[src/rtl/rf_arb.sv]
// rtl/rf_arb.sv - two-requester round-robin arbiter in front of a single-port register file
`timescale 1ns/1ps

module rf_arb #(
    parameter int DEPTH      = 4,
    parameter int DATA_WIDTH = 8
) (
    input  logic                            clk_i,
    input  logic                            rst_i,
    input  logic [1:0]                      req_valid_i,
    output logic [1:0]                      req_ready_o,
    input  logic [1:0]                      req_we_i,
    input  logic [2*$clog2(DEPTH)-1:0]      req_addr_i,
    input  logic [2*DATA_WIDTH-1:0]         req_data_i,
    output logic [1:0]                      rsp_valid_o,
    output logic [DATA_WIDTH-1:0]           rsp_data_o,
    output logic                            rsp_err_o,
    output logic                            rf_en_o,
    output logic                            rf_we_o,
    output logic [$clog2(DEPTH)-1:0]        rf_addr_o,
    output logic [DATA_WIDTH-1:0]           rf_data_o,
    input  logic [DATA_WIDTH-1:0]           rf_data_i,
    output logic                            busy_o
);

    localparam int AW = $clog2(DEPTH);
    // One extra bit so DEPTH itself is representable when DEPTH is a power of two.
    localparam logic [AW:0] DEPTH_W = (AW+1)'(DEPTH);

    typedef enum logic [1:0] {IDLE, ACCESS, RESP} state_t;

    state_t                  state_q, state_d;
    logic                    last_q;
    logic                    idx_q;
    logic                    we_q;
    logic                    err_q;
    logic [AW-1:0]           addr_q;
    logic [DATA_WIDTH-1:0]   data_q;
    logic                    win;
    logic                    grant;
    logic                    in_range;

    // Requester 1 wins when alone, or on a tie when requester 0 was granted last.
    assign win      = req_valid_i[1] & (~req_valid_i[0] | ~last_q);
    assign in_range = ({1'b0, addr_q} < DEPTH_W);
    assign busy_o   = (state_q != IDLE);

    always_comb begin
        state_d     = state_q;
        grant       = 1'b0;
        req_ready_o = 2'b00;
        rf_en_o     = 1'b0;
        rf_we_o     = 1'b0;
        rf_addr_o   = '0;
        rf_data_o   = '0;
        rsp_valid_o = 2'b00;
        rsp_data_o  = '0;
        rsp_err_o   = 1'b0;
        case (state_q)
            IDLE: begin
                if ((|req_valid_i) && !rst_i) begin
                    grant            = 1'b1;
                    req_ready_o[win] = 1'b1;
                    state_d          = ACCESS;
                end
            end
            ACCESS: begin
                if (in_range) begin
                    rf_en_o   = 1'b1;
                    rf_we_o   = we_q;
                    rf_addr_o = addr_q;
                    rf_data_o = data_q;
                end
                state_d = RESP;
            end
            RESP: begin
                rsp_valid_o[idx_q] = 1'b1;
                rsp_err_o          = err_q;
                rsp_data_o         = err_q ? '0 : rf_data_i;
                state_d            = IDLE;
            end
            default: state_d = IDLE;
        endcase
    end

    always_ff @(posedge clk_i or posedge rst_i) begin
        if (rst_i) begin
            state_q <= IDLE;
            last_q  <= 1'b1;
            idx_q   <= 1'b0;
            we_q    <= 1'b0;
            err_q   <= 1'b0;
            addr_q  <= '0;
            data_q  <= '0;
        end else begin
            state_q <= state_d;
            if (grant) begin
                last_q <= win;
                idx_q  <= win;
                we_q   <= req_we_i[win];
                addr_q <= win ? req_addr_i[2*AW-1:AW] : req_addr_i[AW-1:0];
                data_q <= win ? req_data_i[2*DATA_WIDTH-1:DATA_WIDTH]
                              : req_data_i[DATA_WIDTH-1:0];
            end
            if (state_q == ACCESS) begin
                err_q <= ~in_range;
            end
        end
    end

endmodule
[config.mk]
export PLATFORM = sky130hd
export DESIGN_NAME = rf_arb
export DESIGN_NICKNAME = d
export VERILOG_FILES = /design/src/rtl/rf_arb.sv
export SDC_FILE = /design/constraint.sdc
export NUM_CORES = 1
export LEC_CHECK = 0
export BUFFER_PORTS_ARGS = -buffer_cell sky130_fd_sc_hd__buf_2
export CAP_MARGIN = 20
export CORE_ASPECT_RATIO = 0.9
export CORE_MARGIN = 4
export CORE_UTILIZATION = 44
export CTS_CLUSTER_SIZE = 40
export DETAILED_ROUTE_END_ITERATION = 6
export PLACE_DENSITY = 0.93
export RECOVER_POWER = 100
export SETUP_SLACK_MARGIN = 0.3
export SLEW_MARGIN = 20
export SYNTH_ARGS = -nofsm -noshare
export SYNTH_HDL_FRONTEND = slang
export SYNTH_SLANG_ARGS = --single-unit
[constraint.sdc]
create_clock -name clk_i -period 2.8 [get_ports clk_i]
set_input_delay 0.7 -clock clk_i [delete_from_list [all_inputs] [get_ports clk_i]]
set_output_delay 0.7 -clock clk_i [all_outputs]
set_load 0.05 [all_outputs]
# After elaboration in Yosys (flattened, before gate mapping)
# Cells that the tools add are included.
[word_totals] regBits=15 inputBits=34 output_inout_bits=26 wordCells=44
[op_classes] n_lt_le_gt_ge=4 n_eq_ne=3 mux=20 bitwise=4 reduce_logical=7
[op_table] op="$mux W8" n=3
[op_table] op="$mux W2" n=6
[op_table] op="$mux W1" n=8
[op_table] op="$lt A1 B2 Y1 const B" n=2
[op_table] op="$pmux W2 S2" n=1
[op_table] op="$logic_and A1 B1 Y1" n=3
[op_table] op="$demux W1 S1" n=2
[op_table] op="$eq A2 B1 Y1 const B" n=1
[op_table] op="$eq A2 B2 Y1 const B" n=1
[op_table] op="$ge A1 B1 Y1 const B" n=2
[op_table] op="$logic_not A2 Y1" n=1
[op_table] op="$ne A2 B2 Y1 const B" n=1
[op_table] op="$not A1 Y1" n=2
[op_table] op="$reduce_bool A2 Y1" n=1
[op_table] op="$reduce_or A2 Y1" n=1
[op_table] op="$and A1 B1 Y1" n=1
[op_table] op="$logic_not A1 Y1" n=1
[op_table] op="$or A1 B1 Y1" n=1

# Logic depth before layout (Yosys ltp)
# Gate-level depths: netlist (run 1).
[logic_depth] depth_word=9 depth_mapped=4 depth_no_buf=3

# Least setup slack after synthesis (run 1)
# OpenSTA, ideal clock, no wires.
[synth_path] path_kind="reg-to-output" start="reg state_q[1]" end="out rf_addr_o[0]" arrival_time_ns=1.692 t_required_ns=2.100 slack_ns=0.408 stages_incl_launch_ff=4 cell_sequence="dfrtp_1 and2b_2 clkbuf_1 and2_1"
[synth_between] elab_chain_len=2
[synth_rtl] item="start: declaration" line_no="32" rtl="state_t state_q, state_d;"
[synth_rtl] item="start signal: assignment" line_no="96" rtl="state_q <= state_d;"
[synth_rtl] item="$eq A2 B1 Y1" line_no="59" rtl="case (state_q)"
[synth_rtl] item="$mux W2" line_no="59"
[synth_rtl] item="end: declaration" line_no="20" rtl="output logic [$clog2(DEPTH)-1:0] rf_addr_o,"
# No other way between the ends.

# Worst setup path after layout (run 1)
[layout_path] start="reg state_q[1]" end="out req_ready_o[0]"
[layout_between] elab_chain_len=2
[layout_rtl] item="$logic_not A2 Y1" line_no="59"
[layout_rtl] item="$mux W2" line_no="59"
[layout_rtl] item="end: declaration" line_no="11" rtl="output logic [1:0] req_ready_o,"
# No other way between the ends.

==> impl_results.md, run 1 <==
* Outcome: completed
* CP max FO at 5
* Cells after synthesis at 101
* Count leader, synth: inv_1
* DR pass1 iterations at 5
* Die H at 50.6 um
* Area leader, netlist: dfrtp_1
* Clock tree sinks at 15
* Core Rows at 15
* Yosys cell types at 20
* CP endpoint kind: output pin
* Layout cells sized above 1 at between 20 and 30%
* Slew @ Worst Pin at 0.632 ns
* Clock buffer depth at 2
* Synth Cell Area at 886 um^2
* Root Driver: clkbuf_4
* Clk_skew at between 0.005 and 0.006 ns
* Final Hold Fails at 0
* GRT overflow at 0
* CP Class: flop to output pin
* Leakage at 0.719 nW
* Final net count at 196
* Crit path cell chain: or2_4 -> a2111oi_4 -> clkbuf_1
* Max Slew Vio Count at 0
* CTS tree: built
* Hold Buf Count CTS at 0
* I/O pin count at 60
* Mapped Nets at 135
* Relative slew margins at 57.8%
* Drt via density at 4.78
* Die Wd at between 50 and 60 um
* Yosys top cell area share at 39.5%
* Core area at about 1900 um^2
* CP Launch Type: flop
* First-pass GRT wire length at about 3800 um
* GRT Total Usage at 17.0%
* H-tree depth at 1
* Arrival time worst endpoint at around 1.8 ns
* Post-synth ARST share at between 90% and 100%
* Worst min path class: flop to flop
* Largest net degree at the start of global routing at 16
* RSZ-0062 raised after global routing: no
* FF+latch count, synth at 15
* Vias in the first global route at 894
* Design area at between 1000 and 1500 um^2
* Sequential-to-total area share from yosys stat at 42.5%
* Total Neg Setup Slack at 0 ns
* Slowest CP cell: clkbuf_1
* DP Area at 1200 um^2
* Critical path required time at around 2.1 ns
* Synth area leaders: dfrtp_1 40%, inv_1 16%, and2_1 14%
* Total Wirelength at 2320 um
* Pwr/cell area at 612 nW/um^2
* Synthesized area per cell at 8.77 um^2
* I/O Buffers at 58
* Synth-to-layout area growth at 34.5%
* Antenna fix cells at 0
* ANT nets after route at 0
* Clk_lat worst skew at roughly 0.27 ns
* EDFF count, synth at 0
* Max_cap viols at 0
* Ys Warns at 0
* Highest clock rate at 397 MHz
* Tmin final at 2.52 ns
* Top cells by count, synth: 37 x inv_1, 20 x and2_1, 14 x dfrtp_1
* Initial antenna violation count at 0
* VDD IR max at 0.329 mV
* Largest stage delay on the critical path at 0.53 ns
* # resized after CTS at 0
* TritonCTS Buffers at 3
* Ys flop type: dfrtp_1
* Detailed Route Iter0 Violations at 74
* Residual DRC at 0
* DR vias at 889
* DP HPWL at 1880 um
* DR WL/cell at 12.5 um
* Die area at 2800 um^2
* Placer Congestion at 0.813
* Final Setup Violations at 0
* Initial Util at 46.3%
* Post-CTS setup buffers at 0
* Final worst-path cycle share at about nine tenths
* Clock slew at reported path FFs at 0.09 ns
==> worst paths after layout <==
kind	startpoint	to	slack, ns	depth (start not counted)
worst max register to register	state_q[1]$_DFFE_PP0P_	we_q$_DFFE_PP0P_	1.21	4
worst min register to register	idx_q$_DFFE_PP0P_	idx_q$_DFFE_PP0P_	0.51	1
max in group asynchronous	rst_i	last_q$_DFFE_PP1P_	1.90	2
min in group asynchronous	rst_i	data_q[5]$_DFFE_PP0P_	0.52	2
worst min-delay path	idx_q$_DFFE_PP0P_	idx_q$_DFFE_PP0P_	0.51	1
worst max-delay path	state_q[1]$_DFFE_PP0P_	req_ready_o[0]	0.28	3
==> through the flow <==
| step | power (mW) | utilization, % | instances | worst slack, ns | hold slack, ns |
|---|---|---|---|---|---|
| 2_1_floorplan | 0.542 | - | 101 | 0.408 | 0.464 |
| 3_3_place_gp | 0.615 | 62.5 | 182 | 0.547 | 0.483 |
| 3_5_place_dp | 0.627 | 62.5 | 182 | 0.543 | 0.503 |
| 4_1_cts | 0.746 | 63.9 | 186 | 0.459 | 0.522 |
| 5_1_grt | 0.771 | 62.2 | 186 | 0.191 | 0.544 |
| 6_report | 0.729 | 62.2 | 186 | 0.278 | 0.507 |
==> sequential cells by signal, summed over array words and instances (netlist names) <==
name / cells
addr_q: 2
data_q: 8
idx_q: 1
last_q: 1
state_q: 2
we_q: 1
==> routing by layer <==
layer | GRT usage (%) | vias up | wire, um
met3 | 4.88 | 2 | 264
li1 | - | 432 | -
met2 | 32.3 | 58 | 1120
met5 | 0 | - | 0
met4 | 4.86 | 0 | 10
met1 | 18.1 | 397 | 919
==> area by class of cell <==
| cell class | count | area, um^2 |
|---|---|---|
| clock buffers | 4 | 26.3 |
| fillers | 193 | 723 |
| inverters | 37 | 139 |
| multi-input cells | 44 | 337 |
| flip-flops and latches | 15 | 377 |
| well taps | 25 | 31.3 |
| repair buffers | 61 | 282 |
==> cell families after synthesis <==
kind of cell | after synthesis | share of synthesized area [%]
DFF | 15 | 42.5
and+or+nand+nor | 28 | 20.2
buffers and inverters | 42 | 19.3
AOI/OAI and AO/OA | 15 | 17.5
other | 1 | 0.423
==> report_power, final <==
part	switching (mW)	internal, mW	total [mW]
Combinational	0.216	0.0934	0.309
Clock	0.0630	0.0551	0.118
Sequential	0.0288	0.273	0.302
Total	0.308	0.422	0.729
==> critical path: cells and delay by family, from the launching register on <==
family          cells  cell delay (ns)
simple gates        1             0.28
buf+inv             1             0.53
compound gates      1             0.32
flops               1             0.42
==> cell usage in the layout (no fill, tap or decap) <==
cell type and count:
nand2_1 1, and3_1 1, and2b_1 1, and2_1 20
or2_4 1, conb_1 1, a222oi_1 11, a21o_1 1
o21ai_0 1, a21oi_1 1, dfrtp_1 14, clkbuf_1 24
nor2b_1 2, nor3_1 1, buf_4 2, inv_1 37
clkbuf_4 3, a2111oi_4 1, and2b_2 1, dfstp_2 1
buf_2 36
No activity file was read; power rests on OpenSTA's default activity.
==> run 2, diff against run 1 <==
CORE_MARGIN = default   (was 4)
PLACE_DENSITY = 0.84   (was 0.93)
SLEW_MARGIN = default   (was 20)
==> impl_results.md, run 2 (synthesis gave the netlist of run 1 again) <==
* Met1 Use GR at 26.1%
* RSZ-0062 raised after global routing: no
* DR WL/cell at roughly 12 um
* VDD IR max at 0.367 mV
* Total Wirelength at 2140 um
* Outcome: finished with violations
* CP endpoint kind: output pin
* Slew @ Worst Pin at about 1.5 ns
* Max_cap viols at 1
* DR pass1 iterations at 6
* Final Hold Fails at 0
* Critical path required time at 2.10 ns
* First-pass GRT wire length at 3390 um
* Most common cell after layout, fill and taps aside: buf_2
* Clock tree sinks at 15
* Clk_skew at around 0.0075 ns
* Met3 usage at ~4.5%
* Detailed Route Iter0 Violations at between 60 and 70
* Largest net degree at the start of global routing at 16
* Highest clock rate at 399 MHz
* Synth-to-layout area growth at 34.5%
* Arrival time worst endpoint at approximately 1.8 ns
* Max reg flops at 8
* Residual DRC at 0
* Die Wd at 49.3 um
* FF-to-FF setup slack at about 0.97 ns
* Clock buffer depth at 2
* Fillers at 190
* Tmin final at 2.51 ns
* Die H at roughly 45 um
* Core area at 1900 um^2
* Clk_lat worst skew at 0.28 ns
* FF-to-FF path depth at 3
* Hold Buf Count CTS at 0
* DP HPWL at 1630 um
* Initial antenna violation count at 0
* Busiest grt layer: met2
* Final Setup Violations at 0
* CTS tree: built
* Worst min path class: input pin to asynchronous set/reset pin
* Clock slew at reported path FFs at 0.10 ns
* Design area at 1190 um^2
* Antenna fix cells at 0
* CP Launch Type: flop
* Area of the multi-input gates at 337 um^2
* Util after Layout at 62.8%
* Vias in the first global route at a little under 800
* Layout cells sized above 1 at 30.0%
* Relative slew margins at -4.03%
* Failing checks: max-capacitance violations, max-slew violations
* Dpl cells at 181
* Pwr/cell area at 616 nW/um^2
* Leakage at 0.730 nW
* Final worst-path cycle share at 89.5%
* Largest Register: data_q
* Largest regs: data_q (8), addr_q (2), state_q (2)
* Final net count at 195
* I/O pin count at 60
* GRT overflow at 0
* Finished Layout Cells at about 190
* CP Class: flop to output pin
* GRT Total Usage at 20.8%
* Root Driver: clkbuf_4
* I/O Buffers at 58
* FF-to-FF Start: state_q[1]$_DFFE_PP0P_
* Core Rows at 15
* Initial Util at 46.7%
* Drt via density at 4.76
* Reg2reg end: addr_q[1]$_DFFE_PP0P_
* Max Slew Vio Count at 15
* TritonCTS Buffers at 3
* Storage element area at around 380 um^2
* Post-CTS setup buffers at 0
* Placer Congestion at 0.748
* Die area at 2200 um^2
* CP max FO at 5
* DR vias at 881
* ANT nets after route at 0
* Commonest cells after routing, fill and taps aside: 38 x buf_2, 37 x inv_1, 20 x and2_1, 20 x clkbuf_1, 14 x dfrtp_1
* H-tree depth at 1
* Met2 GRT Util at 35.9%
* Total Neg Setup Slack at 0 ns
* # resized after CTS at 0
* DP Area at 1190 um^2
## run 2: cell count changes in the layout (fill, tap and decap cells not counted)
cell / before / now
buf_2: 36 / 38
clkbuf_1: 24 / 20
clkinv_2: 0 / 1
## run 2: power by group
part	switching, mW	total [mW]	internal [mW]
clock network	0.0681	0.121	0.0528
logic	0.216	0.311	0.0941
registers	0.0288	0.302	0.273
## run 2: through the flow
stage	power (mW)	hold slack (ns)	setup WS, ns
finish	0.734	0.508	0.294
global route	0.780	0.541	0.197
CTS	0.746	0.515	0.483
detailed placement	0.623	0.496	0.565
global placement	0.613	0.482	0.557
floorplan	0.542	0.464	0.408
## run 2: final cells by class
type                       instances  area share, %
timing repair buffer              60           23.5
clock buffer                       3           1.89
clock inverter                     1          0.420
multi-input combinational         44           28.3
tap                               25           2.63
inverter                          37           11.7
sequential                        15           31.6
## run 2: per-layer routing
metal | up-vias | part of all wire [%]
li1 | 434 | -
met5 | - | 0
met2 | 53 | 45
met4 | 0 | 0.89
met3 | 2 | 9.0
met1 | 392 | 45
## run 2: worst max-delay path by stage
stage                                 from        endpoint  cells after the start
floorplan           state_q[1]$_DFFE_PP0P_    rf_addr_o[0]                      3
global placement            req_valid_i[1]  req_ready_o[0]                      3
detailed placement          req_valid_i[1]  req_ready_o[0]                      3
CTS                 state_q[1]$_DFFE_PP0P_  req_ready_o[0]                      3
global route        state_q[1]$_DFFE_PP0P_   rsp_data_o[5]                      3
finish              state_q[1]$_DFFE_PP0P_  req_ready_o[0]                      3
## run 2: worst max-delay path, stage by stage (launching register included)
cell and delay, ns:
dfrtp_1 0.42, or2_4 0.27, a2111oi_4 0.32, clkbuf_1 0.51
